**src/rtl/hdmi_ctrl_pkg.sv**
```systemverilog
// Shared types and constants for the HDMI bring-up controller.
package hdmi_ctrl_pkg;

    typedef enum logic [2:0] {
        WAIT_LOCK,
        HDMI_RST,
        SETTLE,
        CONFIG,
        RUN,
        FAIL
    } state_t;

    localparam int MODE_W      = 4;
    localparam int STATUS_RUN  = 0;
    localparam int STATUS_FAIL = 1;

endpackage

```
**src/rtl/cdc_sync_2ff.sv**
```systemverilog
// Two-flop synchronizer with a selectable asynchronous reset value.
module cdc_sync_2ff (
    input  logic clk,
    input  logic rst,
    input  logic rst_val,
    input  logic d,
    output logic q
);

    logic meta;

    always_ff @(posedge clk or posedge rst) begin
        if (rst) begin
            meta <= rst_val;
            q    <= rst_val;
        end else begin
            meta <= d;
            q    <= meta;
        end
    end

endmodule

```
**src/rtl/hdmi_bringup_ctrl.sv**
```systemverilog
// HDMI transmitter bring-up sequencer with retrying configuration and
// frame-aligned test-pattern mode stepping.
module hdmi_bringup_ctrl
    import hdmi_ctrl_pkg::*;
#(
    parameter int unsigned RST_HOLD_CYC    = 270000,
    parameter int unsigned SETTLE_CYC      = 27000,
    parameter int unsigned CFG_TIMEOUT_CYC = 27000000,
    parameter int unsigned MAX_RETRY       = 3,
    parameter int unsigned MODE_MAX        = 6,
    parameter int unsigned AUTO_FRAMES     = 120
) (
    input  logic              clk,
    input  logic              rst,
    input  logic              pll_locked,
    input  logic              vs,
    input  logic              cfg_done,
    input  logic              cfg_error,
    input  logic              step,
    input  logic              auto_en,
    output logic              cfg_rst,
    output logic              hdmi_nreset,
    output logic              video_en,
    output logic [MODE_W-1:0] mode,
    output logic [1:0]        status,
    output state_t            dbg_state
);

    localparam logic [31:0]       HOLD_LAST    = 32'(RST_HOLD_CYC - 1);
    localparam logic [31:0]       SETTLE_LAST  = 32'(SETTLE_CYC - 1);
    localparam logic [31:0]       TIMEOUT_LAST = 32'(CFG_TIMEOUT_CYC - 1);
    localparam logic [1:0]        RETRY_LIM    = 2'(MAX_RETRY);
    localparam logic [MODE_W-1:0] MODE_LAST    = MODE_W'(MODE_MAX);
    localparam logic [15:0]       AUTO_N       = 16'(AUTO_FRAMES);

    logic        locked_s;
    logic        vs_s;
    logic        vs_d;
    logic        vs_rise;
    state_t      state;
    state_t      state_next;
    logic [31:0] cnt;
    logic [1:0]  retry;
    logic        pending;
    logic [15:0] frame_cnt;
    logic        frame_hit;
    logic        nreset_d;
    logic        cfg_rst_d;
    logic        video_en_d;

    cdc_sync_2ff u_sync_lock (
        .clk     (clk),
        .rst     (rst),
        .rst_val (1'b0),
        .d       (pll_locked),
        .q       (locked_s)
    );

    cdc_sync_2ff u_sync_vs (
        .clk     (clk),
        .rst     (rst),
        .rst_val (1'b0),
        .d       (vs),
        .q       (vs_s)
    );

    assign vs_rise   = vs_s & ~vs_d;
    assign frame_hit = auto_en && ((frame_cnt + 16'd1) >= AUTO_N);
    assign dbg_state = state;

    always_comb begin
        state_next = state;
        if (!locked_s) begin
            state_next = WAIT_LOCK;
        end else begin
            case (state)
                WAIT_LOCK: state_next = HDMI_RST;
                HDMI_RST:  if (cnt == HOLD_LAST) state_next = SETTLE;
                SETTLE:    if (cnt == SETTLE_LAST) state_next = CONFIG;
                // An error wins over a simultaneous done.
                CONFIG: begin
                    if (cfg_error || cnt == TIMEOUT_LAST)
                        state_next = (retry < RETRY_LIM) ? HDMI_RST : FAIL;
                    else if (cfg_done)
                        state_next = RUN;
                end
                RUN:       state_next = RUN;
                FAIL:      state_next = FAIL;
                default:   state_next = WAIT_LOCK;
            endcase
        end
    end

    always_comb begin
        nreset_d   = 1'b1;
        cfg_rst_d  = 1'b1;
        video_en_d = 1'b0;
        case (state_next)
            WAIT_LOCK, HDMI_RST: nreset_d = 1'b0;
            CONFIG:              cfg_rst_d = 1'b0;
            RUN: begin
                cfg_rst_d  = 1'b0;
                video_en_d = 1'b1;
            end
            default: ;
        endcase
    end

    always_ff @(posedge clk or posedge rst) begin
        if (rst) begin
            state       <= WAIT_LOCK;
            cnt         <= '0;
            retry       <= '0;
            vs_d        <= 1'b0;
            hdmi_nreset <= 1'b0;
            cfg_rst     <= 1'b1;
            video_en    <= 1'b0;
            status      <= '0;
        end else begin
            state       <= state_next;
            vs_d        <= vs_s;
            hdmi_nreset <= nreset_d;
            cfg_rst     <= cfg_rst_d;
            video_en    <= video_en_d;
            status[STATUS_RUN]  <= (state_next == RUN);
            status[STATUS_FAIL] <= (state_next == FAIL);
            if (state_next != state)
                cnt <= '0;
            else if (state inside {HDMI_RST, SETTLE, CONFIG})
                cnt <= cnt + 32'd1;
            if (!locked_s)
                retry <= '0;
            else if (state == CONFIG && state_next == HDMI_RST)
                retry <= retry + 2'd1;
        end
    end

    // A step landing on the applying edge is kept for the following frame.
    always_ff @(posedge clk or posedge rst) begin
        if (rst) begin
            mode      <= '0;
            pending   <= 1'b0;
            frame_cnt <= '0;
        end else if (state != RUN || !locked_s) begin
            pending   <= 1'b0;
            frame_cnt <= '0;
        end else if (vs_rise && (pending || frame_hit)) begin
            mode      <= (mode >= MODE_LAST) ? '0 : mode + 1'b1;
            pending   <= step;
            frame_cnt <= '0;
        end else begin
            pending <= pending | step;
            if (!auto_en)
                frame_cnt <= '0;
            else if (vs_rise)
                frame_cnt <= frame_cnt + 16'd1;
        end
    end

endmodule
```
**config.mk**
```make
export PLATFORM = sky130hd
export DESIGN_NAME = hdmi_bringup_ctrl
export DESIGN_NICKNAME = d
export VERILOG_FILES = /design/src/rtl/hdmi_ctrl_pkg.sv /design/src/rtl/cdc_sync_2ff.sv /design/src/rtl/hdmi_bringup_ctrl.sv
export SDC_FILE = /design/constraint.sdc
export NUM_CORES = 1
export LEC_CHECK = 0
export ABC_AREA = 1
export CORE_MARGIN = 2
export CORE_UTILIZATION = 40
export DETAILED_ROUTE_END_ITERATION = 10
export PLACE_DENSITY_LB_ADDON = 0.2
export SLEW_MARGIN = 20
export SYNTH_ARGS = -nofsm -noshare
export SYNTH_HDL_FRONTEND = slang
export SYNTH_SLANG_ARGS = --single-unit
```
**constraint.sdc**
```tcl
create_clock -name clk -period 2.06 [get_ports clk]
set_clock_uncertainty 0.2 [all_clocks]
set_input_delay 0.309 -clock clk [delete_from_list [all_inputs] [get_ports clk]]
set_output_delay 0.309 -clock clk [all_outputs]
set_load 0.02 [all_outputs]
```
==> summary.md, run 1 <==
| Metric | Value |
|---|---|
| Port bufs | `19` |
| Starting Density | `40.6%` |
| FP Rows | `37` |
| Initial DRC count | `207` |
| Internal power | `2340 uW` |
| Ports | `20` |
| Power Dens Cells | `521 nW/um^2` |
| Max VDD drop | `0.367 mV` |
| Post-route ant nets | `0` |
| WP data arrival | `2.39 ns` |
| Hold Crit Class | `input port to asynchronous set/reset pin` |
| Htree depth | `3` |
| Slew Limit Fails | `0` |
| Sequential group share of total power | `44.4%` |
| Sw power | `666 uW` |
| Synth top area cells | `dfrtp_1 (40%), nand2_1 (12%), nor2_1 (7.8%)` |
| Synth top area share | `40.2%` |
| Max Cap Viol | `0` |
| Setup_tns | `-10.52 ns` |
| Final Core Density | `56.9%` |
| Commonest non-fill, non-tap cells in the layout | `nand2_1 (117), buf_4 (79), nor2_1 (76)` |
| Data required time of the worst path | `2.10 ns` |
| Drt drc | `0` |
| Area of the core | `10,100 um^2` |
| CTS Hold Bufs | `0` |
| Switching part of the total | `22.1%` |
| Post-Layout Cell Count | `817` |
| Total number of yosys warnings | `0` |
| Dpl hpwl | `7600 um` |
| Design area | `5770 um^2` |
| Clock Pin Slew Worst Setup and Hold Paths | `0.08 ns` |
| Combinational fraction of design power | `6.7%` |
| Cts bufs inserted | `9` |
| Final Setup Violations | `49` |
| Drt total wl | `11,200 um` |
| Via density | `4.95` |
| WL/cell | `13.7 um` |
| Leak | `0.00263 uW` |
| Initial antenna violation count | `0` |
| Ant. Diodes | `0` |
| Worst setup EP type | `register` |
| Clock sink count | `67` |
| Maximum clock rate | `426 MHz` |
| Net count, final | `689` |
| Cell taking the most area after synthesis | `dfrtp_1` |
| Final Hold Vio Count | `0` |
| Overflow after GRT | `0` |
| Setup CP Type | `register to register` |
| Vias after detailed routing | `4,041` |
| Die H | `105 um` |
| PnR worst setup slack | `-0.286 ns` |
| Unrepaired setup endpoints after global routing | `true` |
| Tmin final | `2.35 ns` |
| DRT Pass-1 Iters | `5` |
| Cells after DPL | `783` |
| CTS tree | `done` |
| Pin count of the biggest net entering global routing | `30` |
| Rel. slew slack | `65.0%` |
| Period utilization | `114%` |
| Flip-flop and latch count after synthesis | `67` |
| Vias in the first global route | `4,093` |
| Post-synthesis instance area | `4110 um^2` |
| Syn Area/Cell | `7.29 um^2` |
| Dpl cell area | `5010 um^2` |
| Cells after synthesis | `564` |
| Syn-to-layout area delta | `40.3%` |
| Most common library cell in the layout ignoring fill and taps | `nand2_1` |
| First-pass GRT wire length | `18,100 um` |
| Post-Syn Nets | `577` |
| Root Driver | `clkbuf_8` |
| Die ar. | `11,100 um^2` |
| Routability cong. | `0.862` |
| Failing checks | `negative setup slack` |
| Worst Tran Pin Value | `0.524 ns` |
| Chip width | `105 um` |
| Crit Path Max Fanout | `6` |
| Post-synth cell types | `34` |
| GRT Total Usage | `20.1%` |
| Post-synthesis sequential area ratio | `40.8%` |
| Share of layout cells above drive strength 1 | `30.8%` |
| CTS Buffer Depth | `2` |
| Status | `finished, violations left` |
| Clock power share | `48.9%` |
| Clock latency on the worst-skew pair | `0.36 ns` |
| Crit start category | `register` |
-- worst max-delay path: stages (launching register included) --
cell and delay, ns:
dfrtp_1 0.44, ha_4 0.19, nand2_4 0.07, nor2_4 0.10, nand3_2 0.07, nor2_1 0.09, nand3b_1 0.19, nand3_1 0.14
nand2_1 0.08, nand2_2 0.10, nand2_2 0.06, nand2_2 0.06, nand2_2 0.06, nand3_4 0.14, clkbuf_16 0.19, nor2_2 0.03
-- final timing paths --
kind                            endpoint  cells after the start              from  slack [ns]
setup / recovery                  cnt[1]                     15            cnt[1]       -0.29
hold / removal              frame_cnt[3]                      2               rst         0.1
setup reg to reg                  cnt[1]                     15            cnt[1]       -0.29
hold reg to reg            u_sync_lock.q                      0  u_sync_lock.meta        0.15
max in group asynchronous        cfg_rst                      3               rst        1.04
min in group clk           u_sync_lock.q                      0  u_sync_lock.meta        0.15
-- cells by family (layout without fill, tap and decap cells) --
logic type	after synthesis	count (layout)	share of synthesized area [%]
and+or+nand+nor	357	357	40.2
buffers and inverters	88	205	8.82
DFF	67	67	40.8
xor gates and xnor gates	28	28	5.96
AOI/OAI and AO/OA	18	18	2.43
adders and majority gates	5	5	1.52
muxes	1	1	0.243
-- state kept, by name, summed over array words and instances (netlist names), 2 cells and up --
signal     cells
dbg_state      3
retry          2
status         2
mode           4
cnt           32
frame_cnt     16
-- layer usage --
metal	vias up	GRT usage [%]	wire length, um
li1	2002	-	-
met1	1919	23.0	4640
met2	93	36.3	5940
met3	27	4.33	353
met4	0	7.52	299
met5	-	0	0
-- layout make-up --
| cell class | instances | area, um^2 |
|---|---|---|
| inverter | 78 | 297 |
| clock buffer | 10 | 128 |
| multi-input combinational | 409 | 2370 |
| tap | 136 | 170 |
| sequential | 67 | 1680 |
| clock inverter | 6 | 136 |
| fill | 913 | 4370 |
| timing repair buffer | 111 | 992 |
-- synth_stat cells (all sizes together) --
master and instances:
dfstp 1, nand3b 2, nor3 17, o21bai 1, mux2i 1, xnor2 7, nand3 50, xor2 21
nor2 119, o21ai 10, o31ai 1, nor4 3, o22ai 1, nor3b 1, a21oi 5, dfrtp 66
clkinv 1, nand2 140, ha 5, buf 7, nand4 25, clkbuf 3, inv 77
-- through the flow --
stage                     power (uW)  hold WS [ns]  setup slack, ns
final                           3010        0.0999           -0.286
after global routing            3090         0.128           -0.381
after CTS                       3000         0.101           -0.237
after detailed placement        1520         0.136           -0.316
after global placement          1520         0.131           -0.170
after floorplan                 1450         0.131           0.0192
-- power by group through the flow --
stage	combinational [uW]	clock, uW	sequential, uW
CTS	169	1500	1330
detailed placement	163	0	1360
global placement	160	0	1360
floorplan	88.8	0	1360
finish	202	1470	1330
global route	219	1540	1330
-- repair_timing --
item | 4_1_cts | 5_1_grt
gates cloned | 0 | 3
setup buffers | 13 | 2
endpoints found under the setup margin | 49 | 52
pin swaps | 16 | 16
resized for setup | 38 | 47
Note: power is estimated with default switching activity, not from simulation.
==> inputs of run 2 (changes only) <==
--- a/config.mk
+++ b/config.mk
@@ -8,8 +8,9 @@
 export ABC_AREA = 1
 export CORE_MARGIN = 2
 export CORE_UTILIZATION = 40
+export CTS_CLUSTER_SIZE = 25
 export DETAILED_ROUTE_END_ITERATION = 10
-export PLACE_DENSITY_LB_ADDON = 0.2
+export PLACE_DENSITY = 0.7
 export SLEW_MARGIN = 20
 export SYNTH_ARGS = -nofsm -noshare
 export SYNTH_HDL_FRONTEND = slang
==> run 2 against run 1 <==
  * The run still ends with negative setup slack left
  * Wire length down 7.3%
  * Clock-buffer cell count down 1
  * Cell area down 2.6%
  * Worst hold slack worse by 0.040 ns
  * Combinational power about the same
  * Largest cell class unchanged
==> summary.md, run 2 (synthesized netlist as in run 1, its figures left out) <==
| Metric | Value |
|---|---|
| Leak | `0.00256 uW (-2.4%)` |
| Drt total wl | `10,400 um (-7.3%)` |
| Crit start category | `register` |
| Fill count | `892 (-2.3%)` |
| Reg2Reg Setup Slack | `-0.19 ns (+0.09 ns)` |
| Root Driver | `clkbuf_8` |
| CTS Buffer Depth | `2 (unchanged)` |
| WP buf/inv | `1 (unchanged)` |
| Ant. Diodes | `0 (unchanged)` |
| Drt drc | `0 (unchanged)` |
| Cts bufs inserted | `9 (unchanged)` |
| Crit-path slowest cell | `dfrtp_1` |
| Commonest non-fill, non-tap cells in the layout | `nand2_1 (120), buf_4 (76), nor2_1 (75)` |
| Slew Limit Fails | `0 (unchanged)` |
| Most common library cell in the layout ignoring fill and taps | `nand2_1` |
| Period utilization | `109% (-4.4 points)` |
| CP peak stage delay | `0.39 ns (-0.05 ns)` |
| Largest Register | `cnt` |
| Data required time of the worst path | `2.14 ns (+0.04 ns)` |
| Crit Path Max Fanout | `8 (+2)` |
| Starting Density | `40.6% (unchanged)` |
| PnR Total Power | `2650 uW (-12%)` |
| Tmin final | `2.25 ns (-0.0910 ns)` |
| Final Setup Violations | `45 (-8.2%)` |
| Port bufs | `19 (unchanged)` |
| Final Core Density | `55.4% (-1.5 points)` |
| Vias after detailed routing | `3,930 (-2.7%)` |
| Die ar. | `11,100 um^2 (unchanged)` |
| Htree depth | `3 (unchanged)` |
| Crit-path leading delay family | `simple AND/OR/NAND/NOR gates` |
| Largest registers | `cnt: 32 flops, frame_cnt: 16 flops, mode: 4 flops` |
| FF-to-FF End | `cnt[4]` |
| Share of layout cells above drive strength 1 | `28.9% (-2.0 points)` |
| GRT Total Usage | `18.8% (-1.3 points)` |
| Clock sink count | `67 (unchanged)` |
| Worst setup EP type | `register` |
| Via density | `4.86 (-1.7%)` |
| Clock power share | `42.0% (-6.9 points)` |
| Ports | `20 (unchanged)` |
| Chip width | `105 um (unchanged)` |
| Power Dens Cells | `472 nW/um^2 (-9.4%)` |
| Critical R2R Launch | `cnt[21]` |
| Sequential group share of total power | `50.3% (+5.9 points)` |
| Status | `finished, violations left` |
| Seq. cell area | `1680 um^2 (about the same)` |
| Failing checks | `negative setup slack` |
| Place WS | `-0.186 ns (+0.130 ns)` |
| Setup CP Type | `register to register` |
| Multi-input gate area | `2360 um^2 (-0.11%)` |
| WL/cell | `12.9 um (-6.3%)` |
| Area of the core | `10,100 um^2 (unchanged)` |
| Net count, final | `680 (-1.3%)` |
| Dpl hpwl | `7460 um (-1.8%)` |
| Post-route ant nets | `0 (unchanged)` |
| Cell breakdown of the critical path | `nor2_1, nand2_1, nor3_2, nand3_1, a21oi_2, nand2_2, nand2_4, nand2_2, nand2_2, nand3_4, clkbuf_16, nor2_2` |
| Internal power | `1980 uW (-16%)` |
| Unrepaired setup endpoints after global routing | `true` |
| FF-to-FF path depth | `12 (-3)` |
| FP Rows | `37 (unchanged)` |
| Syn-to-layout area delta | `36.6%` |
| Pin count of the biggest net entering global routing | `34 (+13%)` |
| Die H | `105 um (unchanged)` |
| WP data arrival | `2.34 ns (-0.05 ns)` |
| DRT Pass-1 Iters | `4 (-1)` |
| Combinational fraction of design power | `7.7% (+1.0 points)` |
| Overflow after GRT | `0 (unchanged)` |
| Hold Crit Class | `input port to asynchronous set/reset pin` |
| Final Hold Vio Count | `0 (unchanged)` |
| Vias in the first global route | `3,790 (-7.4%)` |
| Maximum clock rate | `443 MHz (+4.0%)` |
| Routability cong. | `0.900 (+4.4%)` |
| CTS Hold Bufs | `0 (unchanged)` |
| Initial DRC count | `194 (-6.3%)` |
| Rel. slew slack | `68.6% (+3.6 points)` |
| First-pass GRT wire length | `17,000 um (-6.3%)` |
| Max Cap Viol | `0 (unchanged)` |
| Max reg flops | `32 (unchanged)` |
| CTS tree | `done` |
| Initial antenna violation count | `0 (unchanged)` |
| Max VDD drop | `0.385 mV (+5.1%)` |
| Hold slack final | `0.0603 ns (-0.0396 ns)` |
| CP dominant cell by count | `nand2_2` |
| Sw power | `675 uW (+1.4%)` |
| Clock Pin Slew Worst Setup and Hold Paths | `0.09 ns (about the same)` |
| Worst Tran Pin Value | `0.470 ns (-0.0536 ns)` |
| Clock latency on the worst-skew pair | `0.35 ns (about the same)` |
| PnR worst setup slack | `-0.195 ns (+0.0910 ns)` |
| Switching part of the total | `25.5% (+3.3 points)` |
[run 2: cell count changes in the layout (fill, tap and decap cells not counted), moves of 3 or more]
cell and delta:
nor2_2 -6, nor2_4 +7, clkdlybuf4s50_1 -3, nand3_2 -5
nand3_1 +4, bufinv_16 -3, buf_4 -3, buf_6 -6
nand2_1 +3
[run 2: power by group through the flow]
| stage | registers, uW | logic [uW] | clock network, uW |
|---|---|---|---|
| 3_3_place_gp | 1360 | 157 | 0 |
| 2_1_floorplan | 1360 | 88.8 | 0 |
| 5_1_grt | 1330 | 219 | 1210 |
| 4_1_cts | 1330 | 169 | 1150 |
| 3_5_place_dp | 1360 | 160 | 0 |
| 6_report | 1330 | 203 | 1110 |
[run 2: what timing repair did]
action / in CTS / in global routing
pin swaps: 12 / 21
buffers inserted: 5 / 7
cloned: 0 / 2
resized for setup: 30 / 50
setup endpoints to repair: 45 / 52
[run 2: cell type report]
type	instances	area share (%)
Inverter	78	5.28
Sequential cell	67	30.0
Clock inverter	7	1.34
Tap cell	136	3.03
Timing Repair Buffer	102	16.1
Clock buffer	9	2.20
Multi-Input combinational cell	409	42.1
[run 2: worst reg2reg max path, stage by stage, from the launching register on]
cell       delay [ns]
dfrtp_1          0.39
nor2_1           0.22
nand2_1          0.15
nor3_2           0.22
nand3_1          0.11
a21oi_2          0.14
nand2_2          0.10
nand2_4          0.09
nand2_2          0.05
nand2_2          0.08
nand3_4          0.14
clkbuf_16        0.22
nor2_2           0.08
[run 2: metal layers]
metal	wire length (um)	track usage [%]	up-vias	part of all wire (%)
li1	-	-	1983	-
met1	4840	24.9	1874	46
met2	5220	31.1	62	50
met3	235	3.46	11	2.3
met4	111	5.90	0	1.1
met5	0	0	-	0
[run 2: worst max path at each step]
stage,from,cells past startpoint,endpoint
after floorplan,cnt[0],15,cnt[21]
after global placement,cnt[0],12,cnt[26]
after detailed placement,cnt[0],13,retry[1]
after CTS,cnt[0],15,cnt[29]
after global routing,cnt[1],14,cnt[16]
final,cnt[21],12,cnt[4]
[run 2: per-stage QoR]
step / instances / setup TNS (ns) / cell area (um^2)
2_1_floorplan: 564 / 0 / 4120
3_3_place_gp: 778 / -2.10 / 4970
3_5_place_dp: 778 / -5.13 / 4970
4_1_cts: 799 / -3.63 / 5330
5_1_grt: 808 / -12.72 / 5620
6_report: 808 / -6.46 / 5620
==> inputs of run 3 (changes only) <==
--- a/config.mk
+++ b/config.mk
@@ -6,7 +6,6 @@
 export NUM_CORES = 1
 export LEC_CHECK = 0
 export ABC_AREA = 1
-export CORE_MARGIN = 2
 export CORE_UTILIZATION = 40
 export CTS_CLUSTER_SIZE = 25
 export DETAILED_ROUTE_END_ITERATION = 10
==> run 3 against run 2 <==
  * The flow still finishes with violations (negative setup slack)
  * Wire length grew 0.20%
  * Sequential power is essentially flat
  * Clock-buffer cell count grew 1
  * Critical path type unchanged
==> summary.md, run 3 (synthesized netlist as in run 1, its figures left out) <==
| Metric | Value |
|---|---|
| Status | `finished, violations left` |
| Failing checks | `negative setup slack` |
| Maximum clock rate | `446 MHz (+0.58%)` |
| Critical R2R Launch | `cnt[6]` |
| Clock Pin Slew Worst Setup and Hold Paths | `0.07 ns (-0.02 ns)` |
| Slew Limit Fails | `0 (unchanged)` |
| PnR worst setup slack | `-0.182 ns (+0.0129 ns)` |
| Crit Path Max Fanout | `8 (unchanged)` |
| Hold wc startpoint | `u_sync_lock.meta` |
| Hold path depth | `0` |
| Final Setup Violations | `45 (unchanged)` |
| Crit-path slowest cell | `dfrtp_1` |
| Largest registers | `cnt: 32 flops, frame_cnt: 16 flops, mode: 4 flops` |
| Crit start category | `register` |
| Data required time of the worst path | `2.09 ns (-0.05 ns)` |
| Chip width | `103 um (-1.9%)` |
| Cts bufs inserted | `9 (unchanged)` |
| Hold Crit Class | `register to register` |
| Max VDD drop | `0.261 mV (-32%)` |
| Worst Tran Pin Value | `0.574 ns (+0.104 ns)` |
| FF-to-FF path depth | `12 (unchanged)` |
| Setup CP Type | `register to register` |
| Place WS | `-0.165 ns (+0.0213 ns)` |
| Post-route ant nets | `0 (unchanged)` |
| WP buf/inv | `1 (unchanged)` |
| Routability cong. | `0.923 (+2.5%)` |
| Via density | `4.93 (+1.4%)` |
| Vias in the first global route | `3,695 (-2.5%)` |
| FP Rows | `36 (-2.7%)` |
| Starting Density | `41.7% (+1.1 points)` |
| WL/cell | `13.2 um (+2.2%)` |
| Initial DRC count | `189 (-2.6%)` |
| Drt drc | `0 (unchanged)` |
| Rel. slew slack | `61.5% (-7.1 points)` |
| Max Cap Viol | `0 (unchanged)` |
| Initial antenna violation count | `0 (unchanged)` |
| Period utilization | `109% (-0.63 points)` |
| Leak | `0.00248 uW (-3.3%)` |
| Crit-path leading delay family | `simple AND/OR/NAND/NOR gates` |
| Cell breakdown of the critical path | `nor2_1, nor3b_1, nand2_1, nor2_1, a21oi_1, nand2_2, nand2_2, nand2_1, nand2_1, nand3_4, clkbuf_16, nor2_2` |
| Root Driver | `clkbuf_8` |
| Drt total wl | `10,400 um (+0.20%)` |
| FF-to-FF End | `cnt[11]` |
| Hold EP | `u_sync_lock.q` |
| Largest Register | `cnt` |
| Dpl hpwl | `7220 um (-3.2%)` |
| Pin count of the biggest net entering global routing | `35 (+2.9%)` |
| Worst setup EP type | `register` |
| Die H | `103 um (-1.9%)` |
| Unrepaired setup endpoints after global routing | `true` |
| DRT Pass-1 Iters | `4 (unchanged)` |
| Design area | `5500 um^2 (-2.1%)` |
| Area of the core | `9860 um^2 (-2.7%)` |
| Reg2Reg Setup Slack | `-0.18 ns (about the same)` |
| Most common library cell in the layout ignoring fill and taps | `nand2_1` |
| CTS Buffer Depth | `2 (unchanged)` |
| Commonest non-fill, non-tap cells in the layout | `nand2_1 (115), inv_1 (71), nor2_1 (71)` |
| Share of layout cells above drive strength 1 | `29.4% (+0.57 points)` |
| Die ar. | `10,700 um^2 (-3.8%)` |
| Port bufs | `19 (unchanged)` |
| First-pass GRT wire length | `16,200 um (-4.6%)` |
| Vias after detailed routing | `3,905 (-0.64%)` |
| Dpl cell area | `4910 um^2 (-1.3%)` |
| Final Hold Vio Count | `0 (unchanged)` |
| Max reg flops | `32 (unchanged)` |
| CP dominant cell by count | `nand2_1` |
| Overflow after GRT | `0 (unchanged)` |
| Net count, final | `667 (-1.9%)` |
| Setup_tns | `-6.04 ns (+0.412 ns)` |
| CTS tree | `done` |
| Final Core Density | `55.8% (+0.36 points)` |
| Syn-to-layout area delta | `33.8%` |
| Hold slack final | `0.161 ns (+0.101 ns)` |
| Clock latency on the worst-skew pair | `0.36 ns (about the same)` |
| Htree depth | `3 (unchanged)` |
| Clock sink count | `67 (unchanged)` |
| Power Dens Cells | `475 nW/um^2 (+0.61%)` |
| GRT Total Usage | `19.5% (+0.74 points)` |
| Tmin final | `2.24 ns (-0.0129 ns)` |
| WP data arrival | `2.27 ns (-0.07 ns)` |
| CP peak stage delay | `0.44 ns (+0.05 ns)` |
| Ports | `20 (unchanged)` |
| Ant. Diodes | `0 (unchanged)` |
[run 3: cell types whose count changed in the layout (fill, tap and decap cells not counted), sizes merged]
cell and change:
buf -12, clkinv -1, clkinvlp +1, inv -1
[run 3: metal layers]
| layer | up-vias | GRT usage [%] | share of wire [%] |
|---|---|---|---|
| met3 | 15 | 3.56 | 3.6 |
| met5 | - | 0 | 0 |
| li1 | 1964 | - | - |
| met1 | 1857 | 24.9 | 44 |
| met2 | 69 | 34.2 | 51 |
| met4 | 0 | 4.77 | 0.85 |
[run 3: through the flow]
stage          std cells  total power [uW]
3_3_place_gp         770              1510
4_1_cts              788              2600
2_1_floorplan        564              1450
5_1_grt              792              2700
6_report             792              2610
3_5_place_dp         770              1510
[run 3: timing repair]
action	in CTS	in global routing
cloned	0	1
pin swaps	4	34
endpoints found under the setup margin	45	52
resized for setup	20	72
buffers inserted	2	3
hold buffers	0	0
[run 3: worst max-delay path by stage]
stage                     startpoint      end  slack (ns)  cells after the start
after floorplan               cnt[0]  cnt[21]        0.02                     15
after global routing          cnt[1]  cnt[11]       -0.35                     14
after detailed placement      cnt[0]  cnt[26]       -0.16                     12
after CTS                     cnt[0]  cnt[30]       -0.14                     14
after global placement        cnt[0]  cnt[26]       -0.15                     12
final                         cnt[6]  cnt[11]       -0.18                     12
[run 3: cell type report]
type | count | area, um^2
Tap cell | 133 | 166
Clock inverter | 6 | 65.1
Clock buffer | 10 | 128
Timing Repair Buffer | 89 | 777
Inverter | 78 | 297
Multi-Input combinational cell | 409 | 2390
Fill cell | 877 | 4360
Sequential cell | 67 | 1680
[run 3: power by group]
part | leakage, uW | internal (uW) | switching [uW] | total (uW)
Clock | 0.0000966 | 561 | 527 | 1090
Combinational | 0.00147 | 72.0 | 117 | 189
Sequential | 0.000914 | 1330 | 8.45 | 1330
